--- config.mk ---
export PLATFORM = sky130hd
export DESIGN_NAME = reset_seq_flat
export DESIGN_NICKNAME = d
export VERILOG_FILES = /design/src/rtl/rst_seq_pkg.sv /design/src/rtl/reset_seq_if.sv /design/src/rtl/sync2.sv /design/src/rtl/reset_seq.sv /design/src/flat_wrapper.sv
export SDC_FILE = /design/constraint.sdc
export NUM_CORES = 1
export LEC_CHECK = 0
export ABC_AREA = 1
export BUFFER_PORTS_ARGS = -buffer_cell sky130_fd_sc_hd__buf_2
export CORE_ASPECT_RATIO = 0.9
export CORE_UTILIZATION = 57
export CTS_BUF_LIST = sky130_fd_sc_hd__clkbuf_4
export DETAILED_ROUTE_END_ITERATION = 10
export MAX_ROUTING_LAYER = met4
export PLACE_DENSITY = 0.78
export SETUP_SLACK_MARGIN = 0.1
export SLEW_MARGIN = 5
export SYNTH_ARGS = -nofsm -noshare
export SYNTH_HDL_FRONTEND = slang
export SYNTH_SLANG_ARGS = --single-unit
--- constraint.sdc ---
create_clock -name clk24_ref -period 2.25 [get_ports clk24_ref]
set_clock_uncertainty 0.05 [all_clocks]
set_input_delay 0.45 -clock clk24_ref [delete_from_list [all_inputs] [get_ports clk24_ref]]
set_output_delay 0.45 -clock clk24_ref [all_outputs]
set_load 0.01 [all_outputs]
--- src/rtl/rst_seq_pkg.sv ---
`default_nettype none
// ============================================================================
// Module  : rst_seq_pkg
// Brief   : Shared state encodings, default timing constants and helpers for
//           the board reset sequencer.
// Rev     : 1.0  initial release
// ============================================================================
package rst_seq_pkg;

  typedef enum logic [2:0] {
    ST_PLL_RST    = 3'd0,
    ST_PLL_WAIT   = 3'd1,
    ST_STABLE     = 3'd2,
    ST_SDRAM_INIT = 3'd3,
    ST_CPU_HOLD   = 3'd4,
    ST_RUN        = 3'd5
  } seq_state_t;

  localparam int unsigned DEF_LOCK_STABLE_CYCLES = 240;
  localparam int unsigned DEF_LOCK_TIMEOUT       = 24000;
  localparam int unsigned DEF_PLL_RST_CYCLES     = 4;
  localparam int unsigned DEF_INIT_TIMEOUT       = 48000;
  localparam int unsigned DEF_CPU_RST_CYCLES     = 12;

  typedef struct packed {
    logic pll;
    logic sdram;
    logic sys;
    logic cpu;
  } rst_vec_t;

  // Reset level of each domain while the sequencer sits in a given state.
  function automatic rst_vec_t rst_for_state(input seq_state_t s);
    rst_vec_t v;
    case (s)
      ST_PLL_RST:    v = '{pll: 1'b1, sdram: 1'b1, sys: 1'b1, cpu: 1'b1};
      ST_PLL_WAIT,
      ST_STABLE:     v = '{pll: 1'b0, sdram: 1'b1, sys: 1'b1, cpu: 1'b1};
      ST_SDRAM_INIT: v = '{pll: 1'b0, sdram: 1'b0, sys: 1'b1, cpu: 1'b1};
      ST_CPU_HOLD:   v = '{pll: 1'b0, sdram: 1'b0, sys: 1'b0, cpu: 1'b1};
      ST_RUN:        v = '{pll: 1'b0, sdram: 1'b0, sys: 1'b0, cpu: 1'b0};
      default:       v = '{pll: 1'b1, sdram: 1'b1, sys: 1'b1, cpu: 1'b1};
    endcase
    return v;
  endfunction

  // Bits needed to hold the largest of the cycle constants.
  function automatic int unsigned cnt_width(input int unsigned a,
                                            input int unsigned b,
                                            input int unsigned c,
                                            input int unsigned d,
                                            input int unsigned e);
    int unsigned m;
    m = a;
    if (b > m) m = b;
    if (c > m) m = c;
    if (d > m) m = d;
    if (e > m) m = e;
    return unsigned'($clog2(m + 1));
  endfunction

endpackage
`default_nettype wire

--- src/rtl/reset_seq_if.sv ---
`default_nettype none
// ============================================================================
// Module  : reset_seq_if
// Brief   : Status inputs and reset/status outputs of the reset sequencer.
// Rev     : 1.0  initial release
// ============================================================================
interface reset_seq_if;

  logic       pll_locked;
  logic       sdram_init_done;
  logic       sw_rst_req;
  logic       pll_rst;
  logic       sdram_rst;
  logic       sys_rst;
  logic       cpu_rst;
  logic [2:0] state;
  logic       err_init_timeout;
  logic       lock_lost;
  logic [7:0] relock_count;

  modport master (
    input  pll_locked, sdram_init_done, sw_rst_req,
    output pll_rst, sdram_rst, sys_rst, cpu_rst,
    output state, err_init_timeout, lock_lost, relock_count
  );

  modport slave (
    output pll_locked, sdram_init_done, sw_rst_req,
    input  pll_rst, sdram_rst, sys_rst, cpu_rst,
    input  state, err_init_timeout, lock_lost, relock_count
  );

endinterface
`default_nettype wire

--- src/rtl/sync2.sv ---
`default_nettype none
// ============================================================================
// Module  : sync2
// Brief   : Two-flop level synchronizer, cleared by synchronous reset.
// Rev     : 1.0  initial release
// ============================================================================
module sync2 (
  input  wire logic clk,
  input  wire logic rst,
  input  wire logic d,
  output logic      q
);

  logic meta_q, meta_d;
  logic sync_q, sync_d;

  always_comb begin
    meta_d = d;
    sync_d = meta_q;
  end

  always_ff @(posedge clk) begin
    if (rst) begin
      meta_q <= 1'b0;
      sync_q <= 1'b0;
    end else begin
      meta_q <= meta_d;
      sync_q <= sync_d;
    end
  end

  assign q = sync_q;

endmodule
`default_nettype wire

--- src/rtl/reset_seq.sv ---
`default_nettype none
// ============================================================================
// Module  : reset_seq
// Brief   : Board reset sequencer: PLL reset/lock, SDRAM init, system and CPU
//           release, with lock supervision and software CPU reset.
// Rev     : 1.0  initial release
// ============================================================================
module reset_seq
  import rst_seq_pkg::*;
#(
  parameter int unsigned LOCK_STABLE_CYCLES = DEF_LOCK_STABLE_CYCLES,
  parameter int unsigned LOCK_TIMEOUT       = DEF_LOCK_TIMEOUT,
  parameter int unsigned PLL_RST_CYCLES     = DEF_PLL_RST_CYCLES,
  parameter int unsigned INIT_TIMEOUT       = DEF_INIT_TIMEOUT,
  parameter int unsigned CPU_RST_CYCLES     = DEF_CPU_RST_CYCLES
) (
  input  wire logic    clk24_ref,
  input  wire logic    rst,
  reset_seq_if.master  bus
);

  localparam int unsigned CNT_W = cnt_width(LOCK_STABLE_CYCLES, LOCK_TIMEOUT,
                                            PLL_RST_CYCLES, INIT_TIMEOUT,
                                            CPU_RST_CYCLES);
  typedef logic [CNT_W-1:0] cnt_t;

  logic locked_s;
  logic init_s;
  logic swreq_s;

  sync2 u_sync_lock  (.clk(clk24_ref), .rst(rst), .d(bus.pll_locked),      .q(locked_s));
  sync2 u_sync_init  (.clk(clk24_ref), .rst(rst), .d(bus.sdram_init_done), .q(init_s));
  sync2 u_sync_swreq (.clk(clk24_ref), .rst(rst), .d(bus.sw_rst_req),      .q(swreq_s));

  seq_state_t state_q,      state_d;
  cnt_t       cnt_q,        cnt_d;
  rst_vec_t   rst_q,        rst_d;
  logic       swreq_prev_q, swreq_prev_d;
  logic       err_init_q,   err_init_d;
  logic       lock_lost_q,  lock_lost_d;
  logic [7:0] relock_q,     relock_d;

  logic sw_edge;
  logic cnt_last;

  // Each timed state lasts exactly its load value: leave when count reads 1.
  function automatic cnt_t load_for(input seq_state_t s);
    case (s)
      ST_PLL_RST:    return cnt_t'(PLL_RST_CYCLES);
      ST_PLL_WAIT:   return cnt_t'(LOCK_TIMEOUT);
      ST_STABLE:     return cnt_t'(LOCK_STABLE_CYCLES);
      ST_SDRAM_INIT: return cnt_t'(INIT_TIMEOUT);
      ST_CPU_HOLD:   return cnt_t'(CPU_RST_CYCLES);
      default:       return cnt_t'(1);
    endcase
  endfunction

  always_comb begin
    state_d      = state_q;
    err_init_d   = err_init_q;
    lock_lost_d  = lock_lost_q;
    relock_d     = relock_q;
    swreq_prev_d = swreq_s;
    sw_edge      = swreq_s & ~swreq_prev_q;
    cnt_last     = (cnt_q == cnt_t'(1));

    case (state_q)
      ST_PLL_RST: begin
        if (cnt_last) state_d = ST_PLL_WAIT;
      end
      ST_PLL_WAIT: begin
        if (locked_s) begin
          state_d = ST_STABLE;
        end else if (cnt_last) begin
          state_d = ST_PLL_RST;
          if (relock_q != 8'hFF) relock_d = relock_q + 8'd1;
        end
      end
      ST_STABLE: begin
        if (!locked_s)     state_d = ST_PLL_WAIT;
        else if (cnt_last) state_d = ST_SDRAM_INIT;
      end
      // Lock loss outranks every other exit in the released states.
      ST_SDRAM_INIT: begin
        if (!locked_s) begin
          state_d     = ST_PLL_WAIT;
          lock_lost_d = 1'b1;
        end else if (init_s) begin
          state_d = ST_CPU_HOLD;
        end else if (cnt_last) begin
          state_d    = ST_STABLE;
          err_init_d = 1'b1;
        end
      end
      ST_CPU_HOLD: begin
        if (!locked_s) begin
          state_d     = ST_PLL_WAIT;
          lock_lost_d = 1'b1;
        end else if (cnt_last) begin
          state_d = ST_RUN;
        end
      end
      ST_RUN: begin
        if (!locked_s) begin
          state_d     = ST_PLL_WAIT;
          lock_lost_d = 1'b1;
        end else if (sw_edge) begin
          state_d = ST_CPU_HOLD;
        end
      end
      default: state_d = ST_PLL_RST;
    endcase

    if (state_d != state_q) cnt_d = load_for(state_d);
    else if (cnt_q != '0)   cnt_d = cnt_q - cnt_t'(1);
    else                    cnt_d = cnt_q;

    // Outputs are decoded from the next state so they flop with the state.
    rst_d = rst_for_state(state_d);
  end

  always_ff @(posedge clk24_ref) begin
    if (rst) begin
      state_q      <= ST_PLL_RST;
      cnt_q        <= cnt_t'(PLL_RST_CYCLES);
      rst_q        <= '{pll: 1'b1, sdram: 1'b1, sys: 1'b1, cpu: 1'b1};
      swreq_prev_q <= 1'b0;
      err_init_q   <= 1'b0;
      lock_lost_q  <= 1'b0;
      relock_q     <= 8'd0;
    end else begin
      state_q      <= state_d;
      cnt_q        <= cnt_d;
      rst_q        <= rst_d;
      swreq_prev_q <= swreq_prev_d;
      err_init_q   <= err_init_d;
      lock_lost_q  <= lock_lost_d;
      relock_q     <= relock_d;
    end
  end

  assign bus.pll_rst          = rst_q.pll;
  assign bus.sdram_rst        = rst_q.sdram;
  assign bus.sys_rst          = rst_q.sys;
  assign bus.cpu_rst          = rst_q.cpu;
  assign bus.state            = state_q;
  assign bus.err_init_timeout = err_init_q;
  assign bus.lock_lost        = lock_lost_q;
  assign bus.relock_count     = relock_q;

endmodule
`default_nettype wire

--- src/flat_wrapper.sv ---
// flat-port wrapper written by rule: the top's interface ports become plain ports
module reset_seq_flat import rst_seq_pkg::*;
#(
  parameter int unsigned LOCK_STABLE_CYCLES = DEF_LOCK_STABLE_CYCLES,
  parameter int unsigned LOCK_TIMEOUT       = DEF_LOCK_TIMEOUT,
  parameter int unsigned PLL_RST_CYCLES     = DEF_PLL_RST_CYCLES,
  parameter int unsigned INIT_TIMEOUT       = DEF_INIT_TIMEOUT,
  parameter int unsigned CPU_RST_CYCLES     = DEF_CPU_RST_CYCLES
)
  (clk24_ref, rst, bus_pll_locked, bus_sdram_init_done, bus_sw_rst_req, bus_pll_rst, bus_sdram_rst, bus_sys_rst, bus_cpu_rst, bus_state, bus_err_init_timeout, bus_lock_lost, bus_relock_count);
  reset_seq_if bus_i ();
  input  wire logic clk24_ref;
  input  wire logic rst;
  input wire logic [$bits(bus_i.pll_locked)-1:0] bus_pll_locked;
  input wire logic [$bits(bus_i.sdram_init_done)-1:0] bus_sdram_init_done;
  input wire logic [$bits(bus_i.sw_rst_req)-1:0] bus_sw_rst_req;
  output wire logic [$bits(bus_i.pll_rst)-1:0] bus_pll_rst;
  output wire logic [$bits(bus_i.sdram_rst)-1:0] bus_sdram_rst;
  output wire logic [$bits(bus_i.sys_rst)-1:0] bus_sys_rst;
  output wire logic [$bits(bus_i.cpu_rst)-1:0] bus_cpu_rst;
  output wire logic [$bits(bus_i.state)-1:0] bus_state;
  output wire logic [$bits(bus_i.err_init_timeout)-1:0] bus_err_init_timeout;
  output wire logic [$bits(bus_i.lock_lost)-1:0] bus_lock_lost;
  output wire logic [$bits(bus_i.relock_count)-1:0] bus_relock_count;
  assign bus_i.pll_locked = bus_pll_locked;
  assign bus_i.sdram_init_done = bus_sdram_init_done;
  assign bus_i.sw_rst_req = bus_sw_rst_req;
  assign bus_pll_rst = bus_i.pll_rst;
  assign bus_sdram_rst = bus_i.sdram_rst;
  assign bus_sys_rst = bus_i.sys_rst;
  assign bus_cpu_rst = bus_i.cpu_rst;
  assign bus_state = bus_i.state;
  assign bus_err_init_timeout = bus_i.err_init_timeout;
  assign bus_lock_lost = bus_i.lock_lost;
  assign bus_relock_count = bus_i.relock_count;
  reset_seq #(.LOCK_STABLE_CYCLES(LOCK_STABLE_CYCLES), .LOCK_TIMEOUT(LOCK_TIMEOUT), .PLL_RST_CYCLES(PLL_RST_CYCLES), .INIT_TIMEOUT(INIT_TIMEOUT), .CPU_RST_CYCLES(CPU_RST_CYCLES)) u_core (.clk24_ref(clk24_ref), .rst(rst), .bus(bus_i));
endmodule
==> out/metrics.yaml <==
max_freq_mhz: 498
cellPowerDensity_nw_per_um2: 1150
avgSynthCellArea_um2: 7.00
path_clk_slew_ps: 110
hp-class: "input pin to flop"
grt_pass1_vias: 1627
ios: 22
setup_tns_ps: 0
clock_latency_ps: 350
holdWs_ps: 236
final_cells: 376
min_period_ps: 2010
grt_pass1_wl_um: 7520
place_inst: 368
route.detailed.drc: 0
clock-root-buffer: "clkbuf_4"
wl_per_cell_um: 11.7
synth_area_um2: 2150
p_leak_nw: 1.18
cts_buffer_depth: 2
yosysUniqueCellTypes: 28
port_buffers: 21
crit_top_cell: "nand2_1"
coreArea_um2: 3500
post-dp-hpwl_um: 3150
outcome: "finished clean"
synth.top_cell.area_share_pct: 37.2
relSlewSlack_pct: 68.3
worstMarginPinSlew_ps: 475
n_antenna_cell: 0
drtIter0Drc: 201
wl_um: 4420
antenna_found_initial: 0
clock_sinks: 40
start_util_pct: 61.5
cp_cell_sequence: "inv_2, ha_1, nand2_1, nor2_2, nand2_4, nand2_1, nand2_2, nand2_4, nand2_1, nand2_2, nor2_4, nand3_2, nand2_1, a21oi_1"
crit_start: "u_core.cnt_q[1]$_SDFFE_PP0P_"
drive_above_1_share_pct: 18.4
areaGrowthSynthToFinish_pct: 9.12
synth.most_common_cell: "nand2_1"
cp_slowest_cell: "dfxtp_1"
min_period_over_period_pct: 89.2
grt.total_usage_pct: 26.2
min_from: "bus_sw_rst_req"
arrival_ps: 2200
ctsHtreeMaxLevel: 2
crit_buf_inv: 1
yosysTopAreaCell: "dfxtp_1"
die_x_um: 66.8
slew_viol_final: 0
first_pass_iters: 4
path_class: "flop to flop"
gp_congestion: 0.908
end_kind: "flop"
tritoncts: "yes"
die-area_um2: 4030
ys_ff_latch: 40
routed_via_density: 5.18
path_delay_family: "simple AND/OR/NAND/NOR gates"
num_rows: 20
rsz0062_at_grt: "no"
cp-start-kind: "flop"
hold_viol_final: 0
crit_path_max_fanout: 12
grt_max_degree: 26
setup_viol: 0
nets: 340
synth_nets: 317
maxCapViolations: 0
yosysWarnings: 0
ir_worst_vdd_uv: 1090
die_h_um: 60.3
grt_overflow: 0
seq_area_frac_synth_pct: 37.2
syn_inst: 308
crit_required_ps: 2450
synth_edf_count: 0
synth_area_leaders: "dfxtp_1 (37%), nand2_1 (11%), nor2_1 (9.6%)"
cts_buffers: 5
rr_startpoint: "u_core.cnt_q[1]$_SDFFE_PP0P_"
synth_common_cells: "nand2_1 (62), nor2_1 (55), dfxtp_1 (40)"
vias: 1946
synth_top_flop_cell: "dfxtp_1"
synth_async_sr_flop_share_pct: 0
slowest_delay_ps: 370
ant_nets: 0
## cell type report
cell class / count / area [µm²]
clock buffers: 7 / 52.6
well taps: 44 / 55.1
repair buffers: 24 / 131
multi-input cells: 223 / 1170
clock inverters: 1 / 3.75
fillers: 330 / 1150
flip-flops and latches: 40 / 802
inverters: 37 / 139
## cells by family after synthesis
family | share of synthesized area [%]
and+or+nand+nor | 38.7
buffers and inverters | 8.88
DFF | 37.2
AOI/OAI and AO/OA | 7.20
xor gates and xnor gates | 5.69
adders and majority gates | 2.32
## final timing paths
| path | end | slack [ps] | cells after the start |
|---|---|---|---|
| min | u_core.u_sync_swreq.meta_q$_SDFF_PP0_ | 240 | 3 |
| max | u_core.cnt_q[6]$_SDFFE_PP0P_ | 240 | 14 |
| max reg2reg | u_core.cnt_q[6]$_SDFFE_PP0P_ | 240 | 14 |
| min reg2reg | u_core.u_sync_init.q$_SDFF_PP0_ | 360 | 2 |
## per-layer routing
layer	share of wire (%)	up-vias	GRT usage [%]
met4	1.3	0	9.42
met1	50	864	35.6
met5	0	-	-
met2	42	60	37.7
li1	-	1014	-
met3	6.7	8	6.30
## stage by stage
| step | setup WS (ps) | cell area, µm² | util (%) | power, W |
|---|---|---|---|---|
| final | 243 | 2350 | 67.1 | 0.00270 |
| after global routing | 102 | 2350 | 67.1 | 0.00294 |
| after CTS | 195 | 2340 | 66.8 | 0.00269 |
| after detailed placement | 247 | 2280 | 65.2 | 0.00232 |
| after global placement | 304 | 2280 | 65.2 | 0.00230 |
| after floorplan | 450 | 2150 | - | 0.00212 |
## power breakdown
part           switching (W)  internal, W
clock               0.000229     0.000144
sequential          0.000135     0.000844
combinational       0.000807     0.000543
total                0.00117      0.00153
## flip-flops by register name, summed over array words and instances, names as in the netlist
register / cells
u_core.bus.cpu_rst: 1
u_core.bus.err_init_timeout: 1
u_core.bus.lock_lost: 1
u_core.bus.pll_rst: 1
u_core.bus.relock_count: 8
u_core.bus.sdram_rst: 1
u_core.bus.state: 3
u_core.bus.sys_rst: 1
u_core.cnt_q: 16
u_core.swreq_prev_q: 1
u_core.u_sync_init.meta_q: 1
u_core.u_sync_init.q: 1
u_core.u_sync_lock.meta_q: 1
u_core.u_sync_lock.q: 1
u_core.u_sync_swreq.meta_q: 1
u_core.u_sync_swreq.q: 1
## cells in the final DEF, fill, tap and decap left out, types with 2 or more instances in the layout
master,instances
a21oi_1,10
buf_2,21
buf_4,2
clkbuf_4,7
dfxtp_1,39
ha_1,4
inv_1,35
inv_2,2
nand2_1,62
nand2_2,7
nand2_4,5
nand3_1,22
nand3_2,3
nand4_1,3
nor2_1,53
nor2_2,6
nor2_4,4
nor3_1,8
nor4_1,2
o21a_1,2
o21ai_0,12
o21ai_1,2
xnor2_1,5
xor2_1,9
## timing repair
item / 4_1_cts / 5_1_grt
resized for setup: 0 / 5
buffers inserted: 0 / 0
endpoints found under the setup margin: 0 / 11
hold buffers: 0 / 0
## worst register-to-register path, cell delays in order (launching register included)
cell	delay, ps
dfxtp_1	370
inv_2	70
ha_1	190
nand2_1	90
nor2_2	60
nand2_4	90
nand2_1	70
nand2_2	90
nand2_4	80
nand2_1	80
nand2_2	60
nor2_4	130
nand3_2	260
nand2_1	170
a21oi_1	50
(Power assumes the default switching activity.)
